**config.mk**
```make
export PLATFORM = sky130hd
export DESIGN_NAME = apb_master
export DESIGN_NICKNAME = d
export VERILOG_FILES = /design/src/rtl/apb_pkg.sv /design/src/rtl/apb_lane_align.sv /design/src/rtl/apb_master.sv
export SDC_FILE = /design/constraint.sdc
export NUM_CORES = 1
export LEC_CHECK = 0
export BUFFER_PORTS_ARGS = -buffer_cell sky130_fd_sc_hd__buf_4
export CAP_MARGIN = 20
export CORE_ASPECT_RATIO = 1.1
export CORE_MARGIN = 5
export CORE_UTILIZATION = 47
export DETAILED_ROUTE_END_ITERATION = 8
export GPL_TIMING_DRIVEN = 1
export PLACE_DENSITY_LB_ADDON = 0.25
export SLEW_MARGIN = 20
export SYNTH_ARGS = -nofsm -noshare
export SYNTH_HDL_FRONTEND = slang
export SYNTH_SLANG_ARGS = --single-unit
```
**constraint.sdc**
```tcl
create_clock -name pclk -period 2.4 [get_ports pclk]
set_clock_uncertainty 0.2 [all_clocks]
set_input_delay 0.36 -clock pclk [delete_from_list [all_inputs] [get_ports pclk]]
set_output_delay 0.36 -clock pclk [all_outputs]
set_load 0.05 [all_outputs]
```
**src/rtl/apb_pkg.sv**
```systemverilog
// Shared encodings for the APB requester: access sizes, FSM states and
// the default ACCESS-phase timeout limit.
package apb_pkg;

   localparam logic [1:0] SIZE_B = 2'b00;
   localparam logic [1:0] SIZE_H = 2'b01;
   localparam logic [1:0] SIZE_W = 2'b10;

   localparam int DEFAULT_TIMEOUT_CYCLES = 255;

   typedef enum logic [1:0] {
      ST_IDLE   = 2'd0,
      ST_SETUP  = 2'd1,
      ST_ACCESS = 2'd2
   } apb_state_t;

endpackage

```
**src/rtl/apb_lane_align.sv**
```systemverilog
// Byte-lane logic for the APB requester: strobes, write-lane replication,
// misalignment detection and load lane extraction with sign/zero extension.
module apb_lane_align
   import apb_pkg::*;
(
   input  logic [1:0]  req_offset,
   input  logic [1:0]  req_size,
   input  logic        req_write,
   input  logic [31:0] req_wdata,
   output logic [3:0]  req_strb,
   output logic [31:0] req_lanes,
   output logic        req_misaligned,
   input  logic [1:0]  ld_offset,
   input  logic [1:0]  ld_size,
   input  logic        ld_unsigned,
   input  logic [31:0] ld_rdata,
   output logic [31:0] ld_data
);

   logic [31:0] ld_shifted;

   always_comb begin
      req_misaligned = 1'b0;
      case (req_size)
         SIZE_B:  req_misaligned = 1'b0;
         SIZE_H:  req_misaligned = req_offset[0];
         SIZE_W:  req_misaligned = |req_offset;
         default: req_misaligned = 1'b1;
      endcase
   end

   // Reads drive no strobes and no data so the bus carries nothing stale.
   always_comb begin
      req_strb  = 4'b0000;
      req_lanes = 32'h0;
      if (req_write) begin
         case (req_size)
            SIZE_B: begin
               req_strb  = 4'b0001 << req_offset;
               req_lanes = {4{req_wdata[7:0]}};
            end
            SIZE_H: begin
               req_strb  = 4'b0011 << req_offset;
               req_lanes = {2{req_wdata[15:0]}};
            end
            SIZE_W: begin
               req_strb  = 4'b1111;
               req_lanes = req_wdata;
            end
            default: begin
               req_strb  = 4'b0000;
               req_lanes = 32'h0;
            end
         endcase
      end
   end

   assign ld_shifted = ld_rdata >> {ld_offset, 3'b000};

   always_comb begin
      ld_data = 32'h0;
      case (ld_size)
         SIZE_B: ld_data = ld_unsigned ? {24'h0, ld_shifted[7:0]}
                                       : {{24{ld_shifted[7]}}, ld_shifted[7:0]};
         SIZE_H: ld_data = ld_unsigned ? {16'h0, ld_shifted[15:0]}
                                       : {{16{ld_shifted[15]}}, ld_shifted[15:0]};
         SIZE_W: ld_data = ld_shifted;
         default: ld_data = 32'h0;
      endcase
   end

endmodule

```
**src/rtl/apb_master.sv**
```systemverilog
// CPU-side APB requester: one load/store at a time through SETUP/ACCESS.
// Optional ACCESS-phase timeout is enabled by defining APB_TIMEOUT_EN.
module apb_master
   import apb_pkg::*;
#(
   parameter int ADDR_WIDTH     = 32,
   parameter int DATA_WIDTH     = 32,
   parameter int TIMEOUT_CYCLES = DEFAULT_TIMEOUT_CYCLES
)
(
   input  logic                  pclk,
   input  logic                  reset,
   input  logic                  req_valid,
   output logic                  req_ready,
   input  logic [ADDR_WIDTH-1:0] req_addr,
   input  logic [DATA_WIDTH-1:0] req_wdata,
   input  logic                  req_write,
   input  logic [1:0]            req_size,
   input  logic                  req_unsigned,
   output logic                  resp_valid,
   output logic [DATA_WIDTH-1:0] resp_rdata,
   output logic                  resp_err,
   output logic                  resp_misaligned,
   output logic                  resp_timeout,
   output logic [ADDR_WIDTH-1:0] paddr,
   output logic [DATA_WIDTH-1:0] pdata,
   output logic                  pwrite,
   output logic [3:0]            pstb,
   output logic                  psel,
   output logic                  penable,
   input  logic [DATA_WIDTH-1:0] prdata,
   input  logic                  pready,
   input  logic                  perr
);

   apb_state_t  state;
   apb_state_t  next_state;
   logic        accept;
   logic        complete;
   logic        timeout_hit;
   logic        misaligned;
   logic [3:0]  strb;
   logic [31:0] lanes;
   logic [31:0] ld_data;
   logic [1:0]  ld_size;
   logic        ld_unsigned;

   apb_lane_align u_align (
      .req_offset     (req_addr[1:0]),
      .req_size       (req_size),
      .req_write      (req_write),
      .req_wdata      (req_wdata),
      .req_strb       (strb),
      .req_lanes      (lanes),
      .req_misaligned (misaligned),
      .ld_offset      (paddr[1:0]),
      .ld_size        (ld_size),
      .ld_unsigned    (ld_unsigned),
      .ld_rdata       (prdata),
      .ld_data        (ld_data)
   );

   assign req_ready = (state == ST_IDLE) && !reset;
   assign accept    = req_valid && req_ready;
   assign complete  = (state == ST_ACCESS) && pready;
   assign psel      = (state != ST_IDLE);
   assign penable   = (state == ST_ACCESS);

   always_ff @(posedge pclk) begin
      if (reset) state <= ST_IDLE;
      else       state <= next_state;
   end

   // Misaligned requests never leave IDLE; they are answered from the response registers.
   always_comb begin
      next_state = state;
      case (state)
         ST_IDLE:   if (accept && !misaligned) next_state = ST_SETUP;
         ST_SETUP:  next_state = ST_ACCESS;
         ST_ACCESS: if (complete || timeout_hit) next_state = ST_IDLE;
         default:   next_state = ST_IDLE;
      endcase
   end

   always_ff @(posedge pclk) begin
      if (reset) begin
         paddr       <= '0;
         pdata       <= '0;
         pstb        <= 4'b0000;
         pwrite      <= 1'b0;
         ld_size     <= SIZE_B;
         ld_unsigned <= 1'b0;
      end else if (accept && !misaligned) begin
         paddr       <= req_addr;
         pdata       <= lanes;
         pstb        <= strb;
         pwrite      <= req_write;
         ld_size     <= req_size;
         ld_unsigned <= req_unsigned;
      end
   end

   // Response fields are zero whenever resp_valid is low.
   always_ff @(posedge pclk) begin
      if (reset) begin
         resp_valid      <= 1'b0;
         resp_rdata      <= '0;
         resp_err        <= 1'b0;
         resp_misaligned <= 1'b0;
      end else begin
         resp_valid      <= 1'b0;
         resp_rdata      <= '0;
         resp_err        <= 1'b0;
         resp_misaligned <= 1'b0;
         if (accept && misaligned) begin
            resp_valid      <= 1'b1;
            resp_err        <= 1'b1;
            resp_misaligned <= 1'b1;
         end else if (complete) begin
            resp_valid <= 1'b1;
            resp_err   <= perr;
            if (!pwrite && !perr) resp_rdata <= ld_data;
         end else if (timeout_hit) begin
            resp_valid <= 1'b1;
            resp_err   <= 1'b1;
         end
      end
   end

`ifdef APB_TIMEOUT_EN
   localparam int CNT_RAW = $clog2(TIMEOUT_CYCLES + 1);
   localparam int CNT_W   = (CNT_RAW < 8) ? 8 : CNT_RAW;

   logic [CNT_W-1:0] wait_cnt;

   // Counts completed ACCESS cycles without pready; a late pready still wins.
   always_ff @(posedge pclk) begin
      if (reset)
         wait_cnt <= '0;
      else if (state == ST_SETUP)
         wait_cnt <= '0;
      else if (state == ST_ACCESS && !pready)
         wait_cnt <= wait_cnt + CNT_W'(1);
   end

   assign timeout_hit = (state == ST_ACCESS) && !pready &&
                        (wait_cnt == CNT_W'(TIMEOUT_CYCLES - 1));

   always_ff @(posedge pclk) begin
      if (reset) resp_timeout <= 1'b0;
      else       resp_timeout <= timeout_hit;
   end
`else
   localparam int unused_timeout_cycles = TIMEOUT_CYCLES;

   assign timeout_hit  = 1'b0;
   assign resp_timeout = 1'b0;
`endif

endmodule

```
==> metrics.txt <==
# TYPE chip_impl_metric gauge
chip_impl_info{name="outcome",value="finished clean"} 1
chip_impl_metric{name="clock_tree.htree_level_count",unit=""} 3
chip_impl_metric{name="worst_max_slew_pin_slew",unit="ns"} 0.708
chip_impl_metric{name="ctsHoldBuffers",unit=""} 0
chip_impl_metric{name="final_min_period_over_clock_period",unit="%"} 91.4
chip_impl_metric{name="share_of_flip_flops_with_an_asynchronous_set_or_reset_after_synthesis",unit="%"} 0
chip_impl_info{name="critPathCaptureType",value="flip-flop"} 1
chip_impl_metric{name="clock_insertion_delay_worst_skew",unit="ns"} 0.35
chip_impl_metric{name="worst-endpoint-arrival",unit="ns"} 2.28
chip_impl_info{name="crit-reg2reg-launch",value="state[1]$_SDFFE_PP0P_"} 1
chip_impl_metric{name="placeableCoreArea",unit="µm²"} 9440
chip_impl_metric{name="worst-path-max-fanout",unit=""} 44
chip_impl_metric{name="port_buffers",unit=""} 211
chip_impl_metric{name="relative_slew_margins",unit="%"} 52.8
chip_impl_metric{name="yosysUniqueCellTypes",unit=""} 41
chip_impl_metric{name="grt_max_degree",unit=""} 77
chip_impl_metric{name="power.static_leakage",unit="nW"} 2.79
chip_impl_metric{name="synthesis.area_per_instance",unit="µm²"} 8.51
chip_impl_metric{name="ys.warnings.count",unit=""} 0
chip_impl_metric{name="antennaDiodeCount",unit=""} 0
chip_impl_metric{name="grt_usage",unit="%"} 22.2
chip_impl_metric{name="vdd.ir_drop.worst",unit="V"} 0.000316
chip_impl_metric{name="ys_seq_area_share",unit="%"} 47.5
chip_impl_info{name="hold_path.startpoint",value="req_addr[20]"} 1
chip_impl_info{name="grt_setup_unrepaired",value="false"} 1
chip_impl_metric{name="synth_seq_cells",unit=""} 109
chip_impl_metric{name="post-route-drc-count",unit=""} 0
chip_impl_metric{name="die_w",unit="µm"} 104
chip_impl_info{name="yosys_most_used_dff",value="sky130_fd_sc_hd__dfxtp_1"} 1
chip_impl_metric{name="dp.final_hpwl",unit="µm"} 10200
chip_impl_info{name="layout.cells.most_common_list",value="220 x sky130_fd_sc_hd__buf_4, 109 x sky130_fd_sc_hd__dfxtp_1, 97 x sky130_fd_sc_hd__nand2_1"} 1
chip_impl_metric{name="mappedNetlistNets",unit=""} 645
chip_impl_metric{name="timing_hold_violations_final",unit=""} 0
chip_impl_metric{name="postPlaceCellArea",unit="µm²"} 6170
chip_impl_metric{name="initial_utilization",unit="%"} 48.6
chip_impl_metric{name="final_max_slew_viol_count",unit=""} 0
chip_impl_metric{name="die-height",unit="µm"} 114
chip_impl_metric{name="tns",unit="ns"} 0
chip_impl_metric{name="cellPowerDensity",unit="nW/µm²"} 571
chip_impl_metric{name="synthCells",unit=""} 540
chip_impl_metric{name="placement_rows",unit=""} 37
chip_impl_metric{name="final-setup-viol-count",unit=""} 0
chip_impl_metric{name="post_drt_wl_per_cell",unit="µm"} 16.3
chip_impl_metric{name="drv_cap",unit=""} 0
chip_impl_info{name="critPathLaunchType",value="flip-flop"} 1
chip_impl_metric{name="post-cts-setup-buffers",unit=""} 0
chip_impl_metric{name="worstPathRequired",unit="ns"} 2.49
chip_impl_metric{name="timing.final.crit_period",unit="ns"} 2.19
chip_impl_metric{name="design.die.area",unit="µm²"} 11900
chip_impl_info{name="final_common_cell",value="sky130_fd_sc_hd__buf_4"} 1
chip_impl_metric{name="antenna_violating_nets_remaining",unit=""} 0
chip_impl_metric{name="number_of_enable_flip_flop_cells_after_synthesis",unit=""} 0
chip_impl_metric{name="areaGrowthSynthToFinish",unit="%"} 38.5
chip_impl_info{name="tritoncts",value="yes"} 1
chip_impl_metric{name="syn-cell-area",unit="µm²"} 4590
chip_impl_metric{name="detailroute.via_count",unit=""} 4406
chip_impl_metric{name="final_area",unit="µm²"} 6360
chip_impl_metric{name="drive_above_1_share",unit="%"} 34.1
chip_impl_metric{name="max_freq",unit="MHz"} 456
chip_impl_info{name="crit_path_kind",value="flip-flop to flip-flop"} 1
chip_impl_metric{name="detail_route.iter0.violations",unit=""} 228
chip_impl_metric{name="finish.net_count",unit=""} 832
chip_impl_metric{name="antenna_violations_before_repair",unit=""} 0
chip_impl_metric{name="via_count_of_the_first_global_routing_pass",unit=""} 4362
chip_impl_metric{name="cts_buffers",unit=""} 9
chip_impl_metric{name="grt_pass1_wl",unit="µm"} 21700
chip_impl_metric{name="route.final.wire_length",unit="µm"} 13800
chip_impl_info{name="worstHoldPathType",value="input pin to flip-flop"} 1
chip_impl_info{name="cts-root-buf",value="sky130_fd_sc_hd__clkbuf_8"} 1
chip_impl_metric{name="clk_transition_reported_paths",unit="ns"} 0.10
chip_impl_metric{name="route.detailed.vias_per_inst",unit=""} 5.20
chip_impl_metric{name="drt_first_pass_iters",unit=""} 5
chip_impl_metric{name="cts_sink_cnt",unit=""} 109
chip_impl_metric{name="cts_repair_resizes",unit=""} 0
chip_impl_info{name="worst_setup_path_startpoint",value="state[1]$_SDFFE_PP0P_"} 1
chip_impl_metric{name="clock_tree.buffer_depth",unit=""} 2
chip_impl_metric{name="globalplace.congestion",unit=""} 0.878
chip_impl_metric{name="boundaryPins",unit=""} 213
chip_impl_metric{name="global_route.overflow_total",unit=""} 0
[layout make-up]
class	instances	area, µm²
clock buffer	11	141
clock inverter	3	46.3
fill	813	3080
inverter	13	53.8
multi-input combinational	374	2140
sequential	109	2180
tap	117	146
timing repair buffer	220	1650
[Yosys cell counts, drive strengths merged (11+ instances only)]
cell type  count  area share [%]
dfxtp        109              48
nand2         98             8.1
a21oi         67             7.4
o21ai         45             5.6
nand3b        31             5.1
mux2i         29             6.3
clkbuf        28             2.3
nor2          22             1.8
buf           16             2.7
nand3         16             1.7
a211oi        15             2.5
inv           11            0.90
nor2b         11             1.5
[registers in the layout, summed over array words and instances, names as in the netlist]
name,cells
ld_unsigned,1
pwrite,1
resp_rdata,32
state,2
resp_err,1
pdata,32
resp_misaligned,1
ld_size,2
pstb,4
resp_valid,1
paddr,32
[through the flow]
stage	util, %	hold WS, ns	setup slack [ns]	total power, W	std cells
3_5_place_dp	65.4	0.248	0.124	0.00258	833
3_3_place_gp	65.4	0.243	0.174	0.00256	833
4_1_cts	67.4	0.0205	0.213	0.00366	847
6_report	67.4	0.0378	0.207	0.00363	847
5_1_grt	67.4	0.00967	0.0589	0.00380	847
2_1_floorplan	-	0.245	0.188	0.00231	540
[cell families (layout without fill, tap and decap cells)]
family	count (synthesis)	count (layout)	synth area share, %
AO/OA/AOI/OAI	145	145	18.6
multiplexers	30	30	6.56
AND/OR/NAND/NOR	197	197	20.9
XOR/XNOR	1	1	0.191
buffers and inverters	57	247	6.16
flip-flops	109	109	47.5
other	1	1	0.0816
[where the power goes]
part           total [W]  internal [W]  switching (W)
combinational   0.000656      0.000263       0.000393
sequential       0.00188       0.00185      0.0000274
clock            0.00110      0.000505       0.000591
total            0.00363       0.00262        0.00101
[layer usage]
layer / GRT usage, % / wire, µm / vias up
met4: 6.91 / 285 / 0
met2: 36.9 / 6510 / 173
met3: 7.64 / 1230 / 25
li1: - / - / 2225
met5: 0 / 0 / -
met1: 27.2 / 5770 / 1983
[critical path, stage by stage, from the launching register on]
cell and delay, ns:
sky130_fd_sc_hd__dfxtp_1 0.35, sky130_fd_sc_hd__or4b_1 0.55, sky130_fd_sc_hd__o21bai_4 0.21, sky130_fd_sc_hd__clkinv_4 0.27, sky130_fd_sc_hd__nand2_2 0.30, sky130_fd_sc_hd__o21ai_0 0.23
[final timing paths]
kind	depth (start not counted)	slack (ns)	to
setup / recovery	5	0.21	pdata[26]$_SDFFE_PP0P_
hold / removal	3	0.04	paddr[20]$_SDFFE_PP0P_
setup reg to reg	5	0.21	pdata[26]$_SDFFE_PP0P_
hold reg to reg	2	0.26	paddr[4]$_SDFFE_PP0P_
Power figures use the tool's default switching activity.
